**config.mk**
```make
export PLATFORM = sky130hd
export DESIGN_NAME = noc_packet_router_flat
export DESIGN_NICKNAME = d
export VERILOG_FILES = /design/src/rtl/noc_packet_router_if.sv /design/src/rtl/noc_packet_router.sv /design/src/flat_wrapper.sv
export SDC_FILE = /design/constraint.sdc
export NUM_CORES = 1
export LEC_CHECK = 0
export ABC_AREA = 0
export CELL_PAD_IN_SITES_DETAIL_PLACEMENT = 0
export CELL_PAD_IN_SITES_GLOBAL_PLACEMENT = 1
export CORE_MARGIN = 5
export CORE_UTILIZATION = 40
export CTS_CLUSTER_DIAMETER = 60
export DETAILED_ROUTE_END_ITERATION = 7
export DONT_BUFFER_PORTS = 1
export PLACE_DENSITY = 0.67
export SYNTH_ARGS = -nofsm -noshare
export SYNTH_HDL_FRONTEND = slang
export SYNTH_SLANG_ARGS = --single-unit
```
**constraint.sdc**
```tcl
create_clock -name clk -period 4.91 [get_ports clk]
set_clock_uncertainty 0.1 [all_clocks]
set_input_delay 0.491 -clock clk [delete_from_list [all_inputs] [get_ports clk]]
set_output_delay 0.491 -clock clk [all_outputs]
set_load 0.02 [all_outputs]
```
**src/rtl/noc_packet_router_if.sv**
```systemverilog
// rtl/noc_packet_router_if.sv - input flit stream and per-port output streams of the packet router
// Ports (signals):
//   in_valid/in_ready             input flit handshake
//   dest_addr/pack_type/payload   input flit fields, eop marks the last flit
//   out_valid/out_ready           per-port output handshake (bit p = port p)
//   destination_out               per-port flit, slot p = [p*WIDTH_PACKET +: WIDTH_PACKET]
// Modports: master drives the input stream and consumes the outputs; slave is the router.
interface noc_packet_router_if #(
  parameter int WIDTH_DEST    = 2,
  parameter int WIDTH_TYPE    = 2,
  parameter int WIDTH_PAYLOAD = 8
);
  localparam int NUM_PORTS    = 2 ** WIDTH_DEST;
  localparam int WIDTH_PACKET = WIDTH_DEST + WIDTH_TYPE + WIDTH_PAYLOAD + 1;

  logic                              in_valid;
  logic                              in_ready;
  logic [WIDTH_DEST-1:0]             dest_addr;
  logic [WIDTH_TYPE-1:0]             pack_type;
  logic [WIDTH_PAYLOAD-1:0]          payload;
  logic                              eop;
  logic [NUM_PORTS-1:0]              out_valid;
  logic [NUM_PORTS-1:0]              out_ready;
  logic [NUM_PORTS*WIDTH_PACKET-1:0] destination_out;

  modport master (
    output in_valid, dest_addr, pack_type, payload, eop, out_ready,
    input  in_ready, out_valid, destination_out
  );

  modport slave (
    input  in_valid, dest_addr, pack_type, payload, eop, out_ready,
    output in_ready, out_valid, destination_out
  );
endinterface

```
**src/rtl/noc_packet_router.sv**
```systemverilog
// rtl/noc_packet_router.sv - wormhole packet router with one FIFO per output port
// Ports:
//   clk        clock
//   rst        synchronous active-high reset
//   bus        noc_packet_router_if.slave: input flit stream, per-port output streams
//   burst_err  one-cycle pulse after a packet is truncated at BURST_SIZE flits
//   pkt_count  packets completed at the input (wraps)
module noc_packet_router #(
  parameter int WIDTH_DEST    = 2,
  parameter int WIDTH_TYPE    = 2,
  parameter int WIDTH_PAYLOAD = 8,
  parameter int BURST_SIZE    = 4,
  parameter int FIFO_DEPTH    = 4
) (
  input  logic                  clk,
  input  logic                  rst,
  noc_packet_router_if.slave    bus,
  output logic                  burst_err,
  output logic [15:0]           pkt_count
);
  localparam int NUM_PORTS    = 2 ** WIDTH_DEST;
  localparam int WIDTH_PACKET = WIDTH_DEST + WIDTH_TYPE + WIDTH_PAYLOAD + 1;
  localparam int PTR_W        = $clog2(FIFO_DEPTH);
  localparam int CNT_W        = $clog2(FIFO_DEPTH + 1);
  localparam int FC_W         = $clog2(BURST_SIZE + 1);

  localparam logic [0:0] ST_IDLE   = 1'b0;
  localparam logic [0:0] ST_LOCKED = 1'b1;

  logic [0:0]             state;
  logic [WIDTH_DEST-1:0]  locked_port;
  logic [FC_W-1:0]        flit_cnt;

  logic [WIDTH_PACKET-1:0] mem    [NUM_PORTS][FIFO_DEPTH];
  logic [PTR_W-1:0]        rd_ptr [NUM_PORTS];
  logic [PTR_W-1:0]        wr_ptr [NUM_PORTS];
  logic [CNT_W-1:0]        count  [NUM_PORTS];

  logic [NUM_PORTS-1:0]    full;
  logic [NUM_PORTS-1:0]    wr_en;
  logic [NUM_PORTS-1:0]    rd_en;
  logic [WIDTH_DEST-1:0]   target;
  logic                    accept;
  logic                    last_flit;
  logic                    forced;
  logic [WIDTH_PACKET-1:0] flit_in;

  always_comb begin
    full            = '0;
    wr_en           = '0;
    rd_en           = '0;
    bus.out_valid       = '0;
    bus.destination_out = '0;

    for (int p = 0; p < NUM_PORTS; p++) begin
      full[p] = (count[p] == CNT_W'(FIFO_DEPTH));
    end

    // While locked the bus dest_addr is ignored; the whole packet follows its head.
    target       = (state == ST_LOCKED) ? locked_port : bus.dest_addr;
    // Ready looks only at the full flag, so a same-cycle read of a full FIFO
    // does not open it for writing and out_ready never reaches in_ready.
    bus.in_ready = !full[target];
    accept       = bus.in_valid && bus.in_ready;

    // The flit that would reach BURST_SIZE closes the packet even without eop.
    last_flit = (state == ST_LOCKED) ? ((flit_cnt + FC_W'(1)) == FC_W'(BURST_SIZE))
                                     : (BURST_SIZE == 1);
    forced    = !bus.eop && last_flit;
    flit_in   = {target, bus.pack_type, bus.payload, bus.eop | forced};

    for (int p = 0; p < NUM_PORTS; p++) begin
      wr_en[p]         = accept && (target == WIDTH_DEST'(p));
      rd_en[p]         = (count[p] != '0) && bus.out_ready[p];
      bus.out_valid[p] = (count[p] != '0);
      if (count[p] != '0) begin
        bus.destination_out[p*WIDTH_PACKET +: WIDTH_PACKET] = mem[p][rd_ptr[p]];
      end
    end
  end

  always_ff @(posedge clk) begin
    if (rst) begin
      state       <= ST_IDLE;
      locked_port <= '0;
      flit_cnt    <= '0;
      burst_err   <= 1'b0;
      pkt_count   <= '0;
    end else begin
      burst_err <= accept && forced;
      if (accept) begin
        if (bus.eop || last_flit) begin
          state     <= ST_IDLE;
          flit_cnt  <= '0;
          pkt_count <= pkt_count + 16'd1;
        end else if (state == ST_IDLE) begin
          state       <= ST_LOCKED;
          locked_port <= bus.dest_addr;
          flit_cnt    <= FC_W'(1);
        end else begin
          flit_cnt <= flit_cnt + FC_W'(1);
        end
      end
    end
  end

  always_ff @(posedge clk) begin
    if (rst) begin
      for (int p = 0; p < NUM_PORTS; p++) begin
        count[p]  <= '0;
        rd_ptr[p] <= '0;
        wr_ptr[p] <= '0;
      end
    end else begin
      for (int p = 0; p < NUM_PORTS; p++) begin
        if (wr_en[p]) wr_ptr[p] <= wr_ptr[p] + PTR_W'(1);
        if (rd_en[p]) rd_ptr[p] <= rd_ptr[p] + PTR_W'(1);
        if (wr_en[p] && !rd_en[p]) begin
          count[p] <= count[p] + CNT_W'(1);
        end else if (!wr_en[p] && rd_en[p]) begin
          count[p] <= count[p] - CNT_W'(1);
        end
      end
    end
  end

  // Storage needs no reset: entries are only visible while count is non-zero.
  always_ff @(posedge clk) begin
    for (int p = 0; p < NUM_PORTS; p++) begin
      if (wr_en[p]) mem[p][wr_ptr[p]] <= flit_in;
    end
  end
endmodule

```
**src/flat_wrapper.sv**
```systemverilog
// flat-port wrapper written by rule: the top's interface ports become plain ports
module noc_packet_router_flat 
#(
  parameter int WIDTH_DEST    = 2,
  parameter int WIDTH_TYPE    = 2,
  parameter int WIDTH_PAYLOAD = 8,
  parameter int BURST_SIZE    = 4,
  parameter int FIFO_DEPTH    = 4
)
  (clk, rst, burst_err, pkt_count, bus_in_valid, bus_dest_addr, bus_pack_type, bus_payload, bus_eop, bus_out_ready, bus_in_ready, bus_out_valid, bus_destination_out);
  noc_packet_router_if #(.WIDTH_DEST(WIDTH_DEST), .WIDTH_TYPE(WIDTH_TYPE), .WIDTH_PAYLOAD(WIDTH_PAYLOAD)) bus_i ();
  input  logic clk;
  input  logic rst;
  output logic burst_err;
  output logic [15:0] pkt_count;
  input wire logic [$bits(bus_i.in_valid)-1:0] bus_in_valid;
  input wire logic [$bits(bus_i.dest_addr)-1:0] bus_dest_addr;
  input wire logic [$bits(bus_i.pack_type)-1:0] bus_pack_type;
  input wire logic [$bits(bus_i.payload)-1:0] bus_payload;
  input wire logic [$bits(bus_i.eop)-1:0] bus_eop;
  input wire logic [$bits(bus_i.out_ready)-1:0] bus_out_ready;
  output wire logic [$bits(bus_i.in_ready)-1:0] bus_in_ready;
  output wire logic [$bits(bus_i.out_valid)-1:0] bus_out_valid;
  output wire logic [$bits(bus_i.destination_out)-1:0] bus_destination_out;
  assign bus_i.in_valid = bus_in_valid;
  assign bus_i.dest_addr = bus_dest_addr;
  assign bus_i.pack_type = bus_pack_type;
  assign bus_i.payload = bus_payload;
  assign bus_i.eop = bus_eop;
  assign bus_i.out_ready = bus_out_ready;
  assign bus_in_ready = bus_i.in_ready;
  assign bus_out_valid = bus_i.out_valid;
  assign bus_destination_out = bus_i.destination_out;
  noc_packet_router #(.WIDTH_DEST(WIDTH_DEST), .WIDTH_TYPE(WIDTH_TYPE), .WIDTH_PAYLOAD(WIDTH_PAYLOAD), .BURST_SIZE(BURST_SIZE), .FIFO_DEPTH(FIFO_DEPTH)) u_core (.clk(clk), .rst(rst), .bus(bus_i), .burst_err(burst_err), .pkt_count(pkt_count));
endmodule
```
==> out/metrics.cfg, run 1 <==
[cts]
cts_buffers=29
cts.sinks=259
h-tree-depth=1
cts_root_buf=clkbuf_16
post_cts_buffers=0
clk_path_buf_depth=3
clk_pin_slew_ps=60
clk_latency_ps=550
ctsHoldBuffers=12
cts_tree=built
cts_resized=0

[layout]
most-common-layout-cells=edfxtp_1, and2_1, mux4_2, clkbuf_16, dfxtp_1
ff_latch_area_sq_mm=0.00755
final_common_cell=edfxtp_1
diodes=0
fillers=2305
design_area_sq_mm=0.0124
nets=725
drive_above_1_share=0.155
syn2layout_area_growth_pct=12.0
fin_cells=1042
multi_input_area_sq_mm=0.00325
finalCoreUtilization=0.457

[synth]
synth.distinct_cells=52
synth-edff-count=236
yosys_warnings=0
synthCells=669
yosysTopAreaCell=edfxtp_1
avgSynthCellArea_sq_um=16.5
synth_area_leaders=edfxtp_1, mux4_2, dfxtp_1
yosysTopAreaCellShare=0.642
synthFlopType=edfxtp_1
syn_area_sq_mm=0.0110
syn-num-nets=714
ys_ff_latch=259
yosysSeqAreaShare=0.684
synthArstFlopShare=0

[setup_path]
required_ps=5180
critPathLaunchType=flop
max_stage_delay_ps=650
path_cells=mux2_4, mux2_4, o2111ai_2, nor2_1, or3_1, fa_1, xor2_1, nor3_1, nand3_1, o21ai_0
end_kind=flop
critical_path.max_fanout=19
crit_buf_inv=0
crit_family=simple AND/OR/NAND/NOR gates
crit_path_top_delay_cell=dfxtp_1
critPathKind=reg2reg
r2r_setup_slack_ps=1310
worst_path_most_repeated_cell=mux2_4
cp.arrival_ps=3870

[grt]
grt_usage=0.141
grt-ovfl-total=0
antenna_found_initial=0
first_global_vias=5929
grt_pass1_wl_um=34500
grt_max_degree=48

[routing]
viasPerCell=5.54
drt_iter0_markers=501
routed_wl_um=22000
avgRoutedWirePerCell_um=21.1
drc=0
drt-pass1-iter-count=4
ant_nets=0
vias=5770

[run]
max_cap_violations=0

[status]
status=finished, final reports clean

[floorplan]
ios=94
num_rows=60
start_util=0.408
dieArea_sq_mm=0.0310
core_region_area_sq_mm=0.0270
die_x_um=176
die_y_um=176

[sta]
hold_viol=0
fmaxAchievable_mhz=278
max-slew-margin-rel=0.372
final.setup.tns_ps=0
setup_viol=0
tightestPinTransition_ps=940
min_period_over_period=0.732
fin_crit_ps=3600
rsz0062_at_grt=no
slew_viol_final=0

[place]
hpwl_um=14400
dp.cells=978
detailed_place.area_sq_mm=0.0113
routabilityCongestion=0.773
portBuffers=0

[power_and_ir_drop]
max-vdd-ir-drop_uv=272
power_density_mw_per_mm2=435
power.leakage_uw=0.00399

[worst_hold_path]
worstHoldPathType=in2reg

cell usage after synthesis (all sizes together), types with 2 or more instances:
library cell	n
nand2	19
inv	21
nor3b	6
and3	16
nand3b	6
o31ai	7
dfxtp	23
fa	3
mux2	5
nor3	21
buf	12
nor2b	2
xor2	4
and2	60
edfxtp	236
o21ai	15
xnor2	4
nor2	12
or2	6
o21a	4
nand2b	9
nand4	5
ha	22
or4	7
a21oi	21
nor4	2
nand4b	3
nand3	13
clkbuf	21
or3	12
mux4	52
a211oi	7
and3b	2
registers in the layout, indices dropped and copies added (netlist names):
| signal | cells |
|---|---|
| u_core.burst_err | 1 |
| u_core.count | 12 |
| u_core.flit_cnt | 3 |
| u_core.locked_port | 2 |
| u_core.mem | 208 |
| u_core.pkt_count | 16 |
| u_core.rd_ptr | 8 |
| u_core.state | 1 |
| u_core.wr_ptr | 8 |
final cells by class:
cell class,instances,area share
Multi-Input combinational cell,356,0.263
Clock inverter,20,0.0149
Inverter,21,0.00638
Clock buffer,32,0.0597
Tap cell,341,0.0345
Timing Repair Buffer,13,0.0103
Sequential cell,259,0.611
tightest hold or removal path: stages:
cell     delay (ps)
a21oi_4          40
nand2_1          60
a21oi_1          50
through the flow:
stage	setup slack (ps)	power, uW	hold slack (ps)
after global placement	1540	3330	338
after CTS	1300	5450	12.0
after detailed placement	1320	3360	337
after floorplan	1830	3210	332
final	1310	5380	40.1
after global routing	1100	5610	16.7
final timing paths:
| kind | startpoint | end | depth (start not counted) |
|---|---|---|---|
| hold / removal | bus_eop | u_core.state | 3 |
| setup reg to reg | u_core.state | u_core.count[2][2] | 10 |
| hold reg to reg | u_core.flit_cnt[2] | u_core.flit_cnt[2] | 2 |
| setup / recovery | u_core.state | u_core.count[2][2] | 10 |
metal layers:
metal	routed length, um	part of all wire	GRT usage	up-vias
met5	0	0	0.00160	-
met4	498	0.023	0.0380	0
met3	1430	0.065	0.0362	31
met2	10900	0.49	0.235	158
met1	9240	0.42	0.185	2940
li1	-	-	-	2641
kinds of logic after synthesis:
| kind of cell | after synthesis | synth area share |
|---|---|---|
| flops | 259 | 0.684 |
| simple gates | 203 | 0.108 |
| compound gates | 62 | 0.0372 |
| mux | 58 | 0.113 |
| buf+inv | 54 | 0.0210 |
| fa+ha+maj | 25 | 0.0304 |
| xor+xnor | 8 | 0.00635 |
report_power, final:
group	switching (uW)	total, uW	leakage, uW	internal, uW
sequential	110	2610	0.00236	2500
clock	860	2060	0.000448	1200
combinational	459	717	0.00118	258
No activity file was read; power rests on OpenSTA's default activity.
==> inputs of run 2 (changes only) <==
==> constraint.sdc (replaced) <==
create_clock -name clk -period 3.5 [get_ports clk]
set_clock_uncertainty 0.1 [all_clocks]
set_input_delay 0.35 -clock clk [delete_from_list [all_inputs] [get_ports clk]]
set_output_delay 0.35 -clock clk [all_outputs]
set_load 0.02 [all_outputs]
==> out/metrics.cfg, run 2 (synthesized netlist as in run 1, its figures left out) <==
[power_and_ir_drop]
power.leakage_uw=0.00407  ; +1.9%
max-vdd-ir-drop_uv=358  ; +31%
power_density_mw_per_mm2=617  ; +42%

[setup_path]
required_ps=3660  ; -1520 ps
crit-reg2reg-launch=u_core.state
critPathKind=reg2reg
crit_buf_inv=0  ; unchanged
reg2reg_depth=10  ; unchanged
crit_path_top_delay_cell=mux2_4
critical_path.max_fanout=19  ; unchanged
crit_family=multiplexers
critPathLaunchType=flop
path_cells=mux2_4, mux2_4, o2111ai_2, nor2_1, or3_1, fa_1, xor2_1, nor3_1, nand3_1, o21ai_0
reg2reg_to=u_core.count[2][2]
r2r_setup_slack_ps=280  ; -1030 ps
worst_path_most_repeated_cell=mux2_4
max_stage_delay_ps=420  ; -230 ps
end_kind=flop
cp.arrival_ps=3370  ; -500 ps

[floorplan]
start_util=0.408  ; unchanged
ios=94  ; unchanged
num_rows=60  ; unchanged
core_region_area_sq_mm=0.0270  ; unchanged
dieArea_sq_mm=0.0310  ; unchanged
die_x_um=176  ; unchanged
die_y_um=176  ; unchanged

[sta]
slew_viol_final=0  ; unchanged
max-slew-margin-rel=0.388  ; +0.0160
fmaxAchievable_mhz=311  ; +12%
final.setup.tns_ps=0  ; unchanged
rsz0062_at_grt=no
tightestPinTransition_ps=918  ; -22.2 ps
hold_viol=0  ; unchanged
fin_crit_ps=3220  ; -376 ps
setup_viol=0  ; unchanged
fin_hold_ws_ps=21.5  ; -18.5 ps
min_period_over_period=0.920  ; +0.188

[grt]
grt_pass1_wl_um=34800  ; +0.94%
grt_usage=0.142  ; +0.000727
first_global_vias=5952  ; +0.39%
grt_max_degree=52  ; +8.3%
antenna_found_initial=0  ; unchanged
grt-ovfl-total=0  ; unchanged

[run]
max_cap_violations=0  ; unchanged

[routing]
ant_nets=0  ; unchanged
viasPerCell=5.51  ; -0.42%
drc=0  ; unchanged
avgRoutedWirePerCell_um=21.0  ; -0.57%
vias=5812  ; +0.73%
drt_iter0_markers=406  ; -19%
routed_wl_um=22200  ; +0.57%
drt-pass1-iter-count=4  ; unchanged

[layout]
fillers=2305  ; unchanged
diodes=0  ; unchanged
design_area_sq_mm=0.0125  ; +1.1%
nets=736  ; +1.5%
fin_cells=1054  ; +1.2%
largest_reg_flops=208  ; unchanged
drive_above_1_share=0.173  ; +0.0170
most-common-layout-cells=edfxtp_1, and2_1, mux4_2, clkbuf_16, dfxtp_1
syn2layout_area_growth_pct=13.2
final_common_cell=edfxtp_1

[cts]
clk_latency_ps=530  ; -20 ps
cts_tree=built
clk_pin_slew_ps=60  ; about the same
clk_path_buf_depth=3  ; unchanged
ctsHoldBuffers=12  ; unchanged
cts_root_buf=clkbuf_16
cts_resized=0  ; unchanged
cts.sinks=259  ; unchanged
post_cts_buffers=0  ; unchanged
cts_buffers=28  ; -3.4%
h-tree-depth=1  ; unchanged

[worst_hold_path]
worstHoldPathType=in2reg
min_to=u_core.count[3][0]
worstHoldStart=rst
min_path_cells=1  ; -2

[place]
detailed_place.area_sq_mm=0.0114  ; +0.80%
portBuffers=0  ; unchanged
dp.cells=990  ; +1.2%
routabilityCongestion=0.768  ; -0.54%
hpwl_um=14300  ; -1.1%

[status]
status=finished, final reports clean

-- run 2: changes by cell type in the layout (fill, tap and decap cells not counted), sizes merged --
cell,change
buf,+13
bufinv,+2
inv,-2
clkinv,-1
clkinvlp,+1
dlygate4sd3,-1
-- run 2: where the power goes --
group          internal [uW]  total (uW)  switching, uW
logic                    397        1090            690
clock network           1810        2990           1180
registers               3500        3620            122
-- run 2: cell type report --
cell class	instances	area (sq um)	area share
Sequential cell	259	7550	0.605
Multi-Input combinational cell	356	3250	0.261
Inverter	21	78.8	0.00631
Tap cell	341	427	0.0342
Clock buffer	32	737	0.0590
Clock inverter	20	214	0.0171
Timing Repair Buffer	25	228	0.0182
-- run 2: worst max path at each step --
stage                               start                  to  slack [ps]  cells after the start
floorplan                    u_core.state  u_core.count[1][2]         460                     11
CTS                          u_core.state  u_core.count[2][2]         310                     10
finish                       u_core.state  u_core.count[2][2]         280                     10
detailed placement           u_core.state  u_core.count[2][2]         310                     10
global placement       u_core.count[2][0]  u_core.count[2][2]         470                     10
global route        u_core.locked_port[0]  u_core.count[2][2]         140                     10
-- run 2: per-stage QoR --
stage          total power [uW]  setup slack (ps)   util
2_1_floorplan              4500               465      -
3_3_place_gp               4710               471  0.422
3_5_place_dp               4750               314  0.422
4_1_cts                    7780               313  0.462
5_1_grt                    8030               144  0.462
6_report                   7700               280  0.462
-- run 2: worst reg2reg max path, delay by kind of cell, from the launching register on --
family / cells / cell delay [ps]
fa+ha+maj: 1 / 390
simple gates: 4 / 650
mux: 2 / 760
xor+xnor: 1 / 220
compound gates: 2 / 450
flops: 1 / 370
-- run 2: per-layer routing --
metal  up-vias  routed length (um)  GRT usage
met3        26                1080     0.0285
met5         -                   0          0
li1       2663                   -          -
met4         0                 368     0.0351
met2       120               11200      0.242
met1      3003                9540      0.188
==> inputs of run 3 (changes only) <==
--- a/config.mk
+++ b/config.mk
@@ -14,6 +14,7 @@
 export DETAILED_ROUTE_END_ITERATION = 7
 export DONT_BUFFER_PORTS = 1
 export PLACE_DENSITY = 0.67
+export SLEW_MARGIN = 25
 export SYNTH_ARGS = -nofsm -noshare
 export SYNTH_HDL_FRONTEND = slang
 export SYNTH_SLANG_ARGS = --single-unit
==> out/metrics.cfg, run 3 (synthesized netlist as in run 1, its figures left out) <==
[status]
status=finished, final reports clean

[routing]
ant_nets=0  ; unchanged
drt-pass1-iter-count=4  ; unchanged
drt_iter0_markers=440  ; +8.4%
vias=5789  ; -0.40%
viasPerCell=5.49  ; -0.49%
avgRoutedWirePerCell_um=21.0  ; -0.33%
routed_wl_um=22100  ; -0.24%
drc=0  ; unchanged

[cts]
clk_latency_ps=530  ; about the same
cts_tree=built
cts.sinks=259  ; unchanged
cts_root_buf=clkbuf_16
clk_path_buf_depth=3  ; unchanged
clk_pin_slew_ps=60  ; about the same
h-tree-depth=1  ; unchanged
cts_buffers=28  ; unchanged
cts_resized=0  ; unchanged

[floorplan]
core_region_area_sq_mm=0.0270  ; unchanged
dieArea_sq_mm=0.0310  ; unchanged
start_util=0.408  ; unchanged
ios=94  ; unchanged
num_rows=60  ; unchanged
die_x_um=176  ; unchanged
die_y_um=176  ; unchanged

[sta]
min_period_over_period=0.921  ; about the same
fin_crit_ps=3220  ; +2.32 ps
final.setup.tns_ps=0  ; unchanged
hold_viol=0  ; unchanged
slew_viol_final=0  ; unchanged
max-slew-margin-rel=0.496  ; +0.108
fmaxAchievable_mhz=310  ; about the same
fin_hold_ws_ps=21.7  ; +0.199 ps
setup_viol=0  ; unchanged
tightestPinTransition_ps=757  ; -161 ps
rsz0062_at_grt=no

[setup_path]
required_ps=3650  ; about the same
critPathLaunchType=flop
cp.arrival_ps=3380  ; about the same
end_kind=flop
critPathKind=reg2reg
critical_path.max_fanout=19  ; unchanged

[layout]
finalCoreUtilization=0.463  ; +0.000556
syn2layout_area_growth_pct=13.3
design_area_sq_mm=0.0125  ; +0.12%
fillers=2304  ; -0.043%
diodes=0  ; unchanged
most-common-layout-cells=edfxtp_1, and2_1, mux4_2, clkbuf_16, dfxtp_1
nets=737  ; +0.14%
final_common_cell=edfxtp_1
largest_reg_flops=208  ; unchanged
drive_above_1_share=0.174  ; +0.00116

[power_and_ir_drop]
power_density_mw_per_mm2=616  ; -0.15%
max-vdd-ir-drop_uv=357  ; -0.21%
p_total_uw=7690  ; about the same
power.leakage_uw=0.00407  ; +0.18%

[grt]
grt_max_degree=52  ; unchanged
first_global_vias=5952  ; unchanged
grt_usage=0.142  ; unchanged
grt-ovfl-total=0  ; unchanged
grt_pass1_wl_um=34800  ; unchanged
antenna_found_initial=0  ; unchanged

[place]
portBuffers=0  ; unchanged
detailed_place.area_sq_mm=0.0114  ; unchanged
routabilityCongestion=0.768  ; unchanged
hpwl_um=14300  ; unchanged

[run]
max_cap_violations=0  ; unchanged

[worst_hold_path]
worstHoldPathType=in2reg

run 3: cell types whose count changed in the layout (fill, tap and decap cells not counted), sizes merged:
cell and change:
buf +1
run 3: worst paths after layout:
check	from	to	slack, ps	cells after the start
max	u_core.state	u_core.count[2][2]	280	10
min	rst	u_core.count[3][0]	20	1
max reg2reg	u_core.state	u_core.count[2][2]	280	10
min reg2reg	u_core.flit_cnt[2]	u_core.flit_cnt[2]	360	2
run 3: final cells by class:
class	instances	area, sq um	area share
repair buffers	26	243	0.0194
clock inverters	20	214	0.0171
inverters	21	78.8	0.00631
multi-input cells	356	3250	0.260
well taps	341	427	0.0341
clock buffers	32	737	0.0590
flip-flops and latches	259	7550	0.604
run 3: report_power, final:
part / internal (uW) / switching (uW) / total, uW
combinational: 401 / 698 / 1100
sequential: 3500 / 115 / 3620
clock: 1810 / 1170 / 2980
run 3: repair_timing:
item,in CTS,in global routing
setup buffers,0,0
hold buffers,12,0
setup endpoints to repair,0,0
hold endpoints to repair,219,0
run 3: per-layer routing:
metal | track usage | part of all wire | vias to the layer above
met2 | 0.242 | 0.51 | 137
met3 | 0.0285 | 0.051 | 25
met5 | 0 | 0 | -
li1 | - | - | 2662
met1 | 0.188 | 0.43 | 2965
met4 | 0.0351 | 0.016 | 0
run 3: through the flow:
stage	std cells	worst slack, ps
after floorplan	669	465
after global placement	990	471
after detailed placement	990	314
after CTS	1054	313
after global routing	1055	144
final	1055	278
run 3: worst max-delay path, stage by stage (launching register included):
cell and delay, ps:
dfxtp_1 370, mux2_4 420, mux2_4 340, o2111ai_2 340
nor2_1 110, or3_1 380, fa_1 390, xor2_1 220
nor3_1 70, nand3_1 80, o21ai_0 110
